<file path="src/rtl/alu_ctrl.sv">
// Instruction sequencer for the 8-bit ALU: fetches bytes over valid/ready, reads a 4-entry
// register file, drives the combinational ALU, writes back, and emits output bytes.
module alu_ctrl #(
    parameter int unsigned       DATA_W   = 8,
    parameter logic [DATA_W-1:0] REG_INIT = '0
) (
    input  logic              clk,
    input  logic              rst,
    input  logic              instr_valid,
    input  logic [DATA_W-1:0] instr_data,
    output logic              instr_ready,
    output logic [DATA_W-1:0] alu_a,
    output logic [DATA_W-1:0] alu_b,
    output logic [1:0]        alu_op,
    input  logic [DATA_W-1:0] alu_result,
    input  logic              alu_zero,
    input  logic              alu_neg,
    output logic              out_valid,
    output logic [DATA_W-1:0] out_data,
    input  logic              out_ready,
    output logic              flag_z,
    output logic              flag_n,
    output logic              busy
);

    typedef enum logic [1:0] {
        StFetch,
        StImm,
        StExec,
        StOut
    } state_e;

    localparam logic [1:0] ClsAlu = 2'b00;
    localparam logic [1:0] ClsLdi = 2'b01;
    localparam logic [1:0] ClsOut = 2'b10;
    localparam logic [1:0] ClsTst = 2'b11;

    state_e            state;
    logic [DATA_W-1:0] regs [4];
    logic [1:0]        rd;
    logic              tst;

    logic [1:0] dec_cls;
    logic [1:0] dec_aop;
    logic [1:0] dec_rd;
    logic [1:0] dec_rs;

    assign dec_cls = instr_data[7:6];
    assign dec_aop = instr_data[5:4];
    assign dec_rd  = instr_data[3:2];
    assign dec_rs  = instr_data[1:0];

    assign instr_ready = (state == StFetch) || (state == StImm);
    assign busy        = (state != StFetch);

    always_ff @(posedge clk or posedge rst) begin
        if (rst) begin
            state     <= StFetch;
            for (int i = 0; i < 4; i++) begin
                regs[i] <= REG_INIT;
            end
            rd        <= 2'b00;
            tst       <= 1'b0;
            flag_z    <= 1'b0;
            flag_n    <= 1'b0;
            out_valid <= 1'b0;
            out_data  <= '0;
            alu_a     <= '0;
            alu_b     <= '0;
            alu_op    <= 2'b00;
        end else begin
            unique case (state)
                StFetch: begin
                    if (instr_valid) begin
                        rd <= dec_rd;
                        unique case (dec_cls)
                            ClsAlu, ClsTst: begin
                                // Operands are latched here so the ALU sees stable inputs in EXEC.
                                alu_a  <= regs[dec_rd];
                                alu_b  <= regs[dec_rs];
                                alu_op <= dec_aop;
                                tst    <= (dec_cls == ClsTst);
                                state  <= StExec;
                            end
                            ClsLdi: begin
                                state <= StImm;
                            end
                            ClsOut: begin
                                out_valid <= 1'b1;
                                out_data  <= regs[dec_rs];
                                state     <= StOut;
                            end
                            default: state <= StFetch;
                        endcase
                    end
                end
                StImm: begin
                    if (instr_valid) begin
                        regs[rd] <= instr_data;
                        state    <= StFetch;
                    end
                end
                StExec: begin
                    flag_z <= alu_zero;
                    flag_n <= alu_neg;
                    if (!tst) begin
                        regs[rd] <= alu_result;
                    end
                    state <= StFetch;
                end
                StOut: begin
                    if (out_ready) begin
                        out_valid <= 1'b0;
                        state     <= StFetch;
                    end
                end
                default: state <= StFetch;
            endcase
        end
    end

endmodule

</file>
<file path="config.mk">
export PLATFORM = sky130hd
export DESIGN_NAME = alu_ctrl
export DESIGN_NICKNAME = d
export VERILOG_FILES = /design/src/rtl/alu_ctrl.sv
export SDC_FILE = /design/constraint.sdc
export NUM_CORES = 1
export LEC_CHECK = 0
export ABC_AREA = 1
export CORE_UTILIZATION = 45
export CTS_BUF_LIST = sky130_fd_sc_hd__clkbuf_4 sky130_fd_sc_hd__clkbuf_8 sky130_fd_sc_hd__clkbuf_16
export DETAILED_ROUTE_END_ITERATION = 7
export PLACE_DENSITY_LB_ADDON = 0.05
export SLEW_MARGIN = 20
export SYNTH_ARGS = -nofsm -noshare
export SYNTH_HDL_FRONTEND = slang
export SYNTH_SLANG_ARGS = --single-unit
</file>
<file path="constraint.sdc">
create_clock -name clk -period 6.2 [get_ports clk]
set_input_delay 1.55 -clock clk [delete_from_list [all_inputs] [get_ports clk]]
set_output_delay 1.55 -clock clk [all_outputs]
set_load 0.02 [all_outputs]
</file>
Word-level counts from Yosys, hierarchy flattened. Index checks and enable logic that the tools add are counted.

Register bits after elaboration: 66.

Order comparisons: 4. Reductions and logical operators: 14. Equal/unequal tests: 11. Muxes and demuxes: 22. Bitwise gates (word level): 3.

Operators by type and width (number): bitwise mux 32 bit (2); 2-to-1 mux 32 bit (2); case mux 32 bit (2 select lines) (1); 2-to-1 mux 8 bit (5); binary-select mux 8 bit (select 2 bit) (2); demux 8 bit (select 2 bit) (1); AND reduction 3 bit (4); >= comparator 3 bit (second input constant) (3); NOT 2 -> 3 bit (3); equality test 2 bit (second input constant) (4); != test 2 bit (second input constant) (4); case mux 2 bit (4 select lines) (1); 2-to-1 mux 2 bit (3); case mux 2 bit (3 select lines) (1); nonzero test 2 bit (3); equality test 2 x 1 -> 1 bit (second input constant) (2); logical NOT 2 bit (2); AND reduction 4 bit (1); less-than comparator 3 x 1 -> 1 bit (second input constant) (1); 2-to-1 mux 1 bit (3); != test 2 x 1 -> 1 bit (second input constant) (1); case mux 1 bit (2 select lines) (1); AND reduction 2 bit (1); OR reduction 2 bit (1); other kinds (2) (2).

Depth between registers and ports, before layout. Gate-level depths: netlist of the first run.

Depth in word-level cells: 8. Gate-level depth with buffers: 8. Gate-level depth less buffers: 7.

Least setup slack after synthesis of the first run. No wires, ideal clock.

Path kind: input port to flip-flop. Start: input instr_data[2]. End: register alu_a[7]. Stages on the path: 8. Setup time: 0.116 ns. Arrival time: 2.346 ns. Data required time: 6.084 ns. Buffers on the path: 2. Setup slack: 3.737 ns. Path through: buf_4 inv_1 buf_2 or2_2 nand2_1 nand2_1 nand2_1 nand2_1.

Cells in the longest elaborated chain, start to end: 4.

Ends and longest elaborated chain: from (decl) (line 10) `input logic [DATA_W-1:0] instr_data,`; NOT 2 -> 3 bit (not written as such) (line 79) `alu_a <= regs[dec_rd];`; binary-select mux 8 bit (select 2 bit) (line 79); 2-to-1 mux 8 bit (not written as such) (2 in series) (line 79); to (signal assigned) (line 79); to (decl) (line 12) `output logic [DATA_W-1:0] alu_a,`.

No other way between the ends. The select of a mux whose other input is x is not followed. A chain may end at the register's enable or synchronous reset.

Final worst setup path of the first run.
Start: register state[1]. End: output busy.

Cells in the longest elaborated chain, start to end: 1.

Ends and longest elaborated chain: from (decl) (line 38) `state_e state;`; from (signal assigned) (line 58) `state <= StFetch;`; from (signal assigned) (line 83) `state <= StExec;`; from (signal assigned) (line 86) `state <= StImm;`; nonzero test 2 bit (line 54) `assign busy = (state != StFetch);`; to (decl) (line 23) `output logic busy`.

No other way between the ends.

==> summary.txt, run 1 <==
Run status
  • Result of the run: completed

Power
  • Sequential fraction of design power: 0.392
  • Leak: 0.00214 uW
  • Maximum vdd ir drop: 0.000212 V
  • Clock network fraction of design power: 0.178
  • Switching power as a share of total power: 0.421
  • Ratio of total power to cell area: 492 mW/mm2
  • Net Sw Power: 851 uW
  • Combinational share of power: 0.430
  • Internal power summed over all cells: 1170 uW

STA
  • Number of endpoints failing setup at the final stage: 0
  • Period utilization: 0.547
  • Slew at the pin closest to its max-slew limit: 0.820 ns
  • Skew final: 0.00802 ns
  • Minimum clock period: 3.39 ns
  • RSZ-0062 raised after global routing: false
  • Final Slew Violations: 0
  • Final hold violation count: 0
  • Max_slew headroom: 0.451
  • Total negative slack for setup checks: 0 ns
  • Fmax: 295 MHz

Route
  • Routed Antenna Nets: 0
  • Mean number of vias per cell: 4.97
  • Vias after detailed routing: 3029
  • First-pass detailed-route iteration total: 5
  • Post-DR wirelength/cell: 14.0 um
  • Drt drc: 0
  • Final wirelength: 8.51 mm
  • First DRT Iteration DRCs: 236

Setup path
  • Required time reported for the critical path endpoint: 4.65 ns
  • Cell type group with the largest total delay on the critical path: buffers and inverters
  • Critical path capture point type: output pin
  • Max incr delay on CP: 0.60 ns
  • Reg2reg path depth: 5
  • CP max FO: 14
  • Worst reg2reg startpoint: state[1]
  • Slowest CP cell: sky130_fd_sc_hd__dfrtp_1
  • Crit Path Class: reg2out
  • Critical path, cell by cell: inv_1, nand2_4, clkdlybuf4s50_1
  • Data arrival time of the critical path: 1.84 ns
  • Crit path buffers/inverters: 2
  • End of the worst register-to-register path: regs[13]
  • Startpoint types: flop
  • Setup slack on the worst flop-to-flop path: 3.66 ns

Synth
  • Top cell type's share of synthesized area: 0.489
  • Net Count, Synth: 486
  • Post-synth ARST share: 1.00
  • Dominant synthesized flop cell: sky130_fd_sc_hd__dfrtp_1
  • Most area-consuming cells after synthesis: sky130_fd_sc_hd__dfrtp_1 49%, sky130_fd_sc_hd__nand2_1 24%, sky130_fd_sc_hd__nand3_1 9.8%
  • Number of enable-type register cells in the synthesized netlist: 0
  • Cell accounting for the most synthesized area: sky130_fd_sc_hd__dfrtp_1
  • Flip-flop and latch count after synthesis: 66
  • Netlist cell types: 23
  • Mapped cell area: 0.00338 mm2
  • Post-Syn Area per Cell: 7.32 um2
  • Synthesized instance count: 461
  • Sequential cell area fraction in the yosys report: 0.489
  • Cell with the most instances after synthesis: sky130_fd_sc_hd__nand2_1
  • Count of warnings emitted by yosys: 0
  • Top cell types by occurrence after synthesis: 220 x sky130_fd_sc_hd__nand2_1, 66 x sky130_fd_sc_hd__dfrtp_1, 66 x sky130_fd_sc_hd__nand3_1

Global route
  • Via count of the first global-routing pass: 2781
  • First-pass GRT wire length: 14.2 mm
  • Overall global routing resource usage: 0.243
  • Initial antenna violation count: 0
  • Leftover overflow at the end of global routing: 0
  • Pin count of the biggest net entering global routing: 67

Placement
  • Sum of net half-perimeters after detailed placement: 6.15 mm
  • Port-buffer cells: 52
  • Placed Instance Area: 0.00392 mm2
  • Final weighted congestion in routability-driven placement: 0.876
  • Number of placed cells counting well taps: 595

Worst hold path
  • Startpoint of the most critical hold path: out_valid
  • Number of instances on the worst hold path: 2
  • Hold Path End: out_valid
  • Class of the most critical hold timing path: reg2reg

CTS
  • Sinks on the clock net: 66
  • Longest Clk Path Bufs: 2
  • Post-CTS sizing: 0
  • Buffer count from post-CTS setup fixing: 0
  • TritonCTS clock tree: built
  • H-tree levels: 3
  • CTS root buf: sky130_fd_sc_hd__clkbuf_8
  • CTS Hold Buffers Added: 0
  • Worst skew pair latency: 0.35 ns
  • Number of buffers created by CTS: 9
  • Clock slew at reported path FFs: 0.07 ns

Floorplanning
  • I/O pin cnt: 53
  • Die Span X: 88.6 um
  • Vertical extent of the die: 88.6 um
  • Initial cell density of the core: 0.465
  • Site row count: 31
  • Floorplan core area: 0.00725 mm2
  • Die area: 0.00785 mm2

Layout
  • Net total in the final layout: 532
  • Layout overhead on the synthesized area: 21.9%
  • Final instance area: 0.00412 mm2
  • Share of layout cells above drive strength 1: 0.0646
  • Number of diodes: 0
  • Count of fill cells added during filler insertion: 710
  • Number of standard cells in the layout, taps in and fillers out: 610

Run
  • Total of max-cap violations: 0
==> registers in the layout (all words and copies together) (netlist names) <==
name	flops
out_data	8
flag_n	1
alu_op	2
out_valid	1
regs	32
alu_b	8
alu_a	8
flag_z	1
state	2
tst	1
rd	2
==> power by group through the flow <==
stage          combinational [uW]  clock (uW)  sequential, uW
6_report                      870         360             794
3_3_place_gp                  868           0             797
2_1_floorplan                 470           0             857
4_1_cts                       878         368             792
5_1_grt                       976         386             817
3_5_place_dp                  875           0             799
==> worst reg2reg max path: stages, from the launching register on <==
cell	delay (ns)
sky130_fd_sc_hd__dfrtp_1	0.60
sky130_fd_sc_hd__nand2_1	0.41
sky130_fd_sc_hd__o21ai_4	0.77
sky130_fd_sc_hd__nand2_1	0.43
sky130_fd_sc_hd__nand2_1	0.16
sky130_fd_sc_hd__nand2_1	0.07
==> how the worst max path moves through the flow <==
stage                       start       end  slack [ns]  depth (start not counted)
floorplan                     rst  alu_a[0]        3.00                          1
global route             state[1]      busy        2.65                          3
global placement    instr_data[6]  alu_a[4]        2.61                          7
detailed placement  instr_data[6]  alu_a[5]        2.58                          7
finish                   state[1]      busy        2.81                          3
CTS                      state[1]      busy        2.80                          3
==> stage by stage <==
stage | power (uW) | utilization | hold slack, ns | setup WS (ns)
2_1_floorplan | 1330 | - | 0.456 | 3.00
3_3_place_gp | 1670 | 0.541 | 0.456 | 2.61
3_5_place_dp | 1670 | 0.541 | 0.464 | 2.58
4_1_cts | 2040 | 0.567 | 0.482 | 2.80
5_1_grt | 2180 | 0.567 | 0.490 | 2.65
6_report | 2020 | 0.567 | 0.473 | 2.81
==> layout by cell type, fill, tap and decap left out, types with 2 or more instances in the layout <==
cell type	count
sky130_fd_sc_hd__nand2_1	220
sky130_fd_sc_hd__nand3_1	66
sky130_fd_sc_hd__dfrtp_1	66
sky130_fd_sc_hd__clkdlybuf4s50_1	52
sky130_fd_sc_hd__inv_1	29
sky130_fd_sc_hd__nor2_1	21
sky130_fd_sc_hd__o21ai_0	17
sky130_fd_sc_hd__clkbuf_8	10
sky130_fd_sc_hd__or2_2	9
sky130_fd_sc_hd__ha_1	3
sky130_fd_sc_hd__inv_2	2
sky130_fd_sc_hd__mux2_2	2
sky130_fd_sc_hd__clkinv_2	2
sky130_fd_sc_hd__clkinvlp_4	2
==> metal layers <==
| layer | part of all wire | global-route usage | up-vias |
|---|---|---|---|
| li1 | - | - | 1531 |
| met1 | 0.47 | 0.342 | 1373 |
| met2 | 0.45 | 0.373 | 109 |
| met3 | 0.057 | 0.0485 | 16 |
| met4 | 0.020 | 0.0865 | 0 |
| met5 | 0 | 0 | - |
==> kinds of logic after synthesis <==
family                   Yosys count  share of synthesized area
adder cells (fa/ha/maj)            3                     0.0111
flip-flops                        66                      0.489
AND/OR/NAND/NOR                  319                      0.391
buffers and inverters             50                     0.0667
multiplexers                       2                    0.00667
AO/OA/AOI/OAI                     21                     0.0352
==> layout make-up <==
cell class	instances	area [um2]	area share
sequential	66	1650	0.401
multi-input combinational	345	1500	0.364
timing repair buffer	53	528	0.128
clock buffer	10	138	0.0334
tap	99	124	0.0301
inverter	32	120	0.0292
clock inverter	5	55.1	0.0134
(Power assumes the default switching activity.)
==> run 2, diff against run 1 <==
clock period = 3.5 ns   (was 6.2 ns; I/O delays follow)
==> run 2 against run 1 <==
- flip-flop and latch count unchanged
- setup slack worse by 2.0 ns
- total power rose by 82%
- final area is 1.8% higher
- via count up 1.1%
- combinational power rose by 79%
- clock skew is 0.00069 ns higher
- first-iteration DRC count decreased by 31%
- count of clock-buffer cells in the layout is 1 lower
- critical endpoint unchanged
- highest routed layer unchanged
==> summary.txt, run 2 (same netlist as run 1, synthesis figures left out) <==
Run status
  • Result of the run: completed

STA
  • Worst path setup slack after routing: 0.800 ns (-2.01 ns)
  • Period utilization: 0.771
  • Fmax: 370 MHz
  • Minimum clock period: 2.70 ns
  • Worst hold margin: 0.478 ns (+0.00435 ns)
  • Final hold violation count: 0 (unchanged)
  • Skew final: 0.00870 ns (+0.000687 ns)
  • Final Slew Violations: 0 (unchanged)
  • RSZ-0062 raised after global routing: false
  • Slew at the pin closest to its max-slew limit: 0.812 ns (-0.00853 ns)
  • Number of endpoints failing setup at the final stage: 0 (unchanged)
  • Max_slew headroom: 0.457 (+0.00571)
  • Total negative slack for setup checks: 0 ns (unchanged)

Power
  • Ratio of total power to cell area: 877 mW/mm2 (+78%)
  • Leak: 0.00218 uW (+1.7%)
  • Maximum vdd ir drop: 0.000438 V (+110%)

CTS
  • Worst skew pair latency: 0.35 ns (about the same)
  • CTS Hold Buffers Added: 0 (unchanged)
  • TritonCTS clock tree: built
  • Clock slew at reported path FFs: 0.08 ns (about the same)
  • Longest Clk Path Bufs: 2 (unchanged)
  • CTS root buf: sky130_fd_sc_hd__clkbuf_8
  • Post-CTS sizing: 0 (unchanged)
  • Buffer count from post-CTS setup fixing: 0 (unchanged)
  • Sinks on the clock net: 66 (unchanged)
  • H-tree levels: 3 (unchanged)
  • Number of buffers created by CTS: 9 (unchanged)

Route
  • Mean number of vias per cell: 4.98 (+0.23%)
  • Post-DR wirelength/cell: 14.2 um (+1.9%)
  • First-pass detailed-route iteration total: 4 (-1)
  • Drt drc: 0 (unchanged)
  • Final wirelength: 8.74 mm (+2.7%)
  • First DRT Iteration DRCs: 163 (-31%)
  • Routed Antenna Nets: 0 (unchanged)
  • Vias after detailed routing: 3061 (+1.1%)

Placement
  • Placed Instance Area: 0.00397 mm2 (+1.1%)
  • Final weighted congestion in routability-driven placement: 0.826 (-5.8%)
  • Sum of net half-perimeters after detailed placement: 6.07 mm (-1.1%)
  • Post-place setup slack: 0.877 ns (-1.71 ns)
  • Port-buffer cells: 52 (unchanged)

Global route
  • Pin count of the biggest net entering global routing: 38 (-43%)
  • Via count of the first global-routing pass: 2905 (+4.5%)
  • Leftover overflow at the end of global routing: 0 (unchanged)
  • First-pass GRT wire length: 14.3 mm (+0.92%)
  • Initial antenna violation count: 0 (unchanged)
  • Overall global routing resource usage: 0.246 (+0.00275)

Setup path
  • Crit path buffers/inverters: 2 (unchanged)
  • Required time reported for the critical path endpoint: 2.62 ns (-2.03 ns)
  • Critical Path End: busy
  • Critical path capture point type: output pin
  • Worst reg2reg startpoint: state[1]
  • Data arrival time of the critical path: 1.82 ns (-0.02 ns)
  • Max incr delay on CP: 0.60 ns (about the same)
  • CP max FO: 14 (unchanged)
  • Cell type group with the largest total delay on the critical path: buffers and inverters
  • Critical path, cell by cell: inv_1, nand2_4, clkdlybuf4s50_1
  • Reg2reg path depth: 5 (unchanged)
  • Slowest CP cell: sky130_fd_sc_hd__clkdlybuf4s50_1
  • Critical path origin: state[1]
  • Crit Path Class: reg2out
  • Setup slack on the worst flop-to-flop path: 1.05 ns (-2.61 ns)
  • Critical path depth in cells: 3 (unchanged)
  • Startpoint types: flop
  • End of the worst register-to-register path: regs[21]

Floorplanning
  • Die area: 0.00785 mm2 (unchanged)
  • I/O pin cnt: 53 (unchanged)
  • Vertical extent of the die: 88.6 um (unchanged)
  • Initial cell density of the core: 0.465 (unchanged)
  • Floorplan core area: 0.00725 mm2 (unchanged)
  • Site row count: 31 (unchanged)
  • Die Span X: 88.6 um (unchanged)

Layout
  • Flip-flop count of the largest register, all copies and words added: 32 (unchanged)
  • Net total in the final layout: 536 (+0.75%)
  • Layout overhead on the synthesized area: 24.1%
  • Multi-input logic area: 0.00150 mm2 (unchanged)
  • Share of layout cells above drive strength 1: 0.0736 (+0.00906)
  • Final core utilization: 0.578 (+0.0104)
  • Final instance area: 0.00419 mm2 (+1.8%)
  • Largest register by flop count: regs
  • Number of diodes: 0 (unchanged)
  • Highest-count cells in the layout ignoring fill and taps: 220 x sky130_fd_sc_hd__nand2_1, 66 x sky130_fd_sc_hd__nand3_1, 66 x sky130_fd_sc_hd__dfrtp_1
  • Count of fill cells added during filler insertion: 717 (+0.99%)
  • Sequential cell area: 0.00165 mm2 (unchanged)
  • Leading cell type in the layout, fill and taps excluded: sky130_fd_sc_hd__nand2_1

Run
  • Total of max-cap violations: 0 (unchanged)

Worst hold path
  • Class of the most critical hold timing path: reg2reg
-- run 2: stage by stage --
| step | cells | total power (uW) |
|---|---|---|
| 4_1_cts | 615 | 3700 |
| 2_1_floorplan | 461 | 2350 |
| 3_5_place_dp | 599 | 2950 |
| 3_3_place_gp | 599 | 2910 |
| 6_report | 615 | 3680 |
| 5_1_grt | 615 | 3950 |
-- run 2: per-layer routing --
layer  track usage  vias to the layer above  wire length (um)  part of all wire
met5             0                        -                 0                 0
met2         0.410                      111              4190              0.48
met1         0.320                     1392              3840              0.44
met3        0.0382                       18               523             0.060
met4        0.0997                        0               197             0.023
li1              -                     1540                 -                 -
-- run 2: worst reg2reg max path, cell delays in order, from the launching register on --
cell and delay [ns]:
sky130_fd_sc_hd__dfrtp_1 0.59, sky130_fd_sc_hd__nand2_1 0.37, sky130_fd_sc_hd__o21ai_4 0.75, sky130_fd_sc_hd__nand2_1 0.42, sky130_fd_sc_hd__nand2_1 0.16, sky130_fd_sc_hd__nand2_1 0.06
-- run 2: how the worst min path moves through the flow --
stage	slack [ns]	from	cells past startpoint	end
2_1_floorplan	0.46	regs[23]	2	regs[23]
3_3_place_gp	0.45	out_valid	2	out_valid
3_5_place_dp	0.47	alu_op[0]	2	alu_op[0]
4_1_cts	0.48	out_valid	2	out_valid
5_1_grt	0.50	alu_a[5]	2	alu_a[5]
6_report	0.48	out_valid	2	out_valid
-- run 2: final cells by class --
type | count | area share
sequential | 66 | 0.394
timing repair buffer | 57 | 0.136
multi-input combinational | 345 | 0.358
tap | 99 | 0.0296
clock inverter | 7 | 0.0242
clock buffer | 9 | 0.0296
inverter | 32 | 0.0287
-- run 2: power breakdown --
part	internal [uW]	switching (uW)
Combinational	629	929
Sequential	1110	266
Clock	407	332
==> run 3, diff against run 2 <==
clock period = 2.6 ns   (was 3.5 ns; I/O delays follow)
==> run 3 against run 2 <==
- first-iteration DRC count shrank 21%
- critical path depth unchanged
- via count rose by 0.13%
- count of clock-buffer cells in the layout is 3 higher
- final cell count increased by 0.65%
- largest power group unchanged
- highest routed layer unchanged
- largest cell class unchanged
- combinational power rose by 37%
==> summary.txt, run 3 (same netlist as run 1, synthesis figures left out) <==
Floorplanning
  • Die area: 0.00785 mm2 (unchanged)
  • Site row count: 31 (unchanged)
  • Floorplan core area: 0.00725 mm2 (unchanged)
  • I/O pin cnt: 53 (unchanged)
  • Vertical extent of the die: 88.6 um (unchanged)
  • Initial cell density of the core: 0.465 (unchanged)
  • Die Span X: 88.6 um (unchanged)

Setup path
  • Reg2reg path depth: 6 (+1)
  • Data arrival time of the critical path: 1.64 ns (-0.18 ns)
  • End of the worst register-to-register path: regs[10]
  • Startpoint types: flop
  • Critical path, cell by cell: inv_1, nand2_4, clkdlybuf4s50_1
  • Slowest CP cell: sky130_fd_sc_hd__clkdlybuf4s50_1
  • Max incr delay on CP: 0.61 ns (about the same)
  • Critical path origin: state[1]
  • CP max FO: 7 (-7)
  • Worst reg2reg startpoint: state[0]
  • Critical path capture point type: output pin
  • Crit path buffers/inverters: 2 (unchanged)
  • Cell type group with the largest total delay on the critical path: buffers and inverters
  • Required time reported for the critical path endpoint: 1.95 ns (-0.67 ns)
  • Crit Path Class: reg2out
  • Setup slack on the worst flop-to-flop path: 0.41 ns (-0.64 ns)

Worst hold path
  • Number of instances on the worst hold path: 2 (unchanged)
  • Hold Path End: alu_a[5]
  • Class of the most critical hold timing path: reg2reg
  • Startpoint of the most critical hold path: alu_a[5]

STA
  • Slew at the pin closest to its max-slew limit: 0.604 ns (-0.208 ns)
  • Number of endpoints failing setup at the final stage: 0 (unchanged)
  • Worst path setup slack after routing: 0.315 ns (-0.485 ns)
  • Total negative slack for setup checks: 0 ns (unchanged)
  • Final hold violation count: 0 (unchanged)
  • Skew final: 0.00904 ns (+0.000337 ns)
  • Minimum clock period: 2.29 ns
  • RSZ-0062 raised after global routing: false
  • Fmax: 438 MHz
  • Final Slew Violations: 0 (unchanged)
  • Period utilization: 0.879
  • Max_slew headroom: 0.596 (+0.139)

Layout
  • Leading cell type in the layout, fill and taps excluded: sky130_fd_sc_hd__nand2_1
  • Number of diodes: 0 (unchanged)
  • Net total in the final layout: 540 (+0.75%)
  • Share of layout cells above drive strength 1: 0.0808 (+0.00713)
  • Largest register by flop count: regs
  • Flip-flop count of the largest register, all copies and words added: 32 (unchanged)
  • Count of fill cells added during filler insertion: 731 (+2.0%)
  • Highest-count cells in the layout ignoring fill and taps: 220 x sky130_fd_sc_hd__nand2_1, 66 x sky130_fd_sc_hd__nand3_1, 66 x sky130_fd_sc_hd__dfrtp_1
  • Layout overhead on the synthesized area: 24.4%

CTS
  • Worst skew pair latency: 0.34 ns (about the same)
  • Number of buffers created by CTS: 9 (unchanged)
  • Clock slew at reported path FFs: 0.08 ns (about the same)
  • H-tree levels: 3 (unchanged)
  • CTS root buf: sky130_fd_sc_hd__clkbuf_8
  • TritonCTS clock tree: built
  • Post-CTS sizing: 0 (unchanged)
  • CTS Hold Buffers Added: 0 (unchanged)
  • Buffer count from post-CTS setup fixing: 0 (unchanged)
  • Sinks on the clock net: 66 (unchanged)
  • Longest Clk Path Bufs: 2 (unchanged)

Route
  • Final wirelength: 8.60 mm (-1.7%)
  • Drt drc: 0 (unchanged)
  • Mean number of vias per cell: 4.95 (-0.52%)
  • First-pass detailed-route iteration total: 4 (unchanged)
  • Routed Antenna Nets: 0 (unchanged)
  • Post-DR wirelength/cell: 13.9 um (-2.3%)
  • First DRT Iteration DRCs: 128 (-21%)
  • Vias after detailed routing: 3065 (+0.13%)

Placement
  • Sum of net half-perimeters after detailed placement: 6.08 mm (about the same)
  • Port-buffer cells: 52 (unchanged)
  • Post-place setup slack: 0.357 ns (-0.519 ns)
  • Final weighted congestion in routability-driven placement: 0.833 (+0.84%)

Global route
  • Via count of the first global-routing pass: 2925 (+0.69%)
  • First-pass GRT wire length: 14.3 mm (-0.48%)
  • Leftover overflow at the end of global routing: 0 (unchanged)
  • Overall global routing resource usage: 0.246 (about the same)
  • Initial antenna violation count: 0 (unchanged)
  • Pin count of the biggest net entering global routing: 67 (+76%)

Power
  • Ratio of total power to cell area: 1160 mW/mm2 (+32%)
  • Leak: 0.00219 uW (+0.79%)
  • Maximum vdd ir drop: 0.000500 V (+14%)

Run status
  • Result of the run: completed

Run
  • Total of max-cap violations: 0 (unchanged)
## run 3: layout make-up
class / count / area, um2 / share of cell area
inverters: 32 / 120 / 0.0286
repair buffers: 61 / 601 / 0.143
well taps: 99 / 124 / 0.0295
clock inverters: 4 / 51.3 / 0.0122
multi-input cells: 345 / 1500 / 0.357
clock buffers: 12 / 153 / 0.0364
flip-flops and latches: 66 / 1650 / 0.393
## run 3: how the worst max path moves through the flow
stage,endpoint,depth (start not counted)
global placement,regs[30],6
floorplan,alu_a[0],1
detailed placement,regs[8],6
finish,busy,3
CTS,busy,3
global route,regs[8],6
## run 3: worst register-to-register path, stage by stage (launching register included)
cell	delay [ns]
sky130_fd_sc_hd__dfrtp_1	0.43
sky130_fd_sc_hd__inv_2	0.17
sky130_fd_sc_hd__nand2_1	0.31
sky130_fd_sc_hd__o21ai_4	0.60
sky130_fd_sc_hd__nand2_1	0.36
sky130_fd_sc_hd__nand2_1	0.14
sky130_fd_sc_hd__nand2_1	0.05
## run 3: through the flow
step | std cells | hold WS, ns | area, um2 | util | power [uW]
5_1_grt | 619 | 0.505 | 4200 | 0.579 | 5240
3_5_place_dp | 603 | 0.462 | 4000 | 0.551 | 4000
3_3_place_gp | 603 | 0.454 | 4000 | 0.551 | 3950
6_report | 619 | 0.479 | 4200 | 0.579 | 4870
2_1_floorplan | 461 | 0.456 | 3380 | - | 3170
4_1_cts | 619 | 0.482 | 4200 | 0.579 | 4900
## run 3: routing by layer
layer / part of all wire / track usage
met3: 0.040 / 0.0345
met4: 0.035 / 0.135
met2: 0.48 / 0.408
met5: 0 / 0
met1: 0.45 / 0.310
## run 3: report_power, final
group	switching (uW)	internal, uW
clock network	404	491
logic	1260	875
registers	342	1500
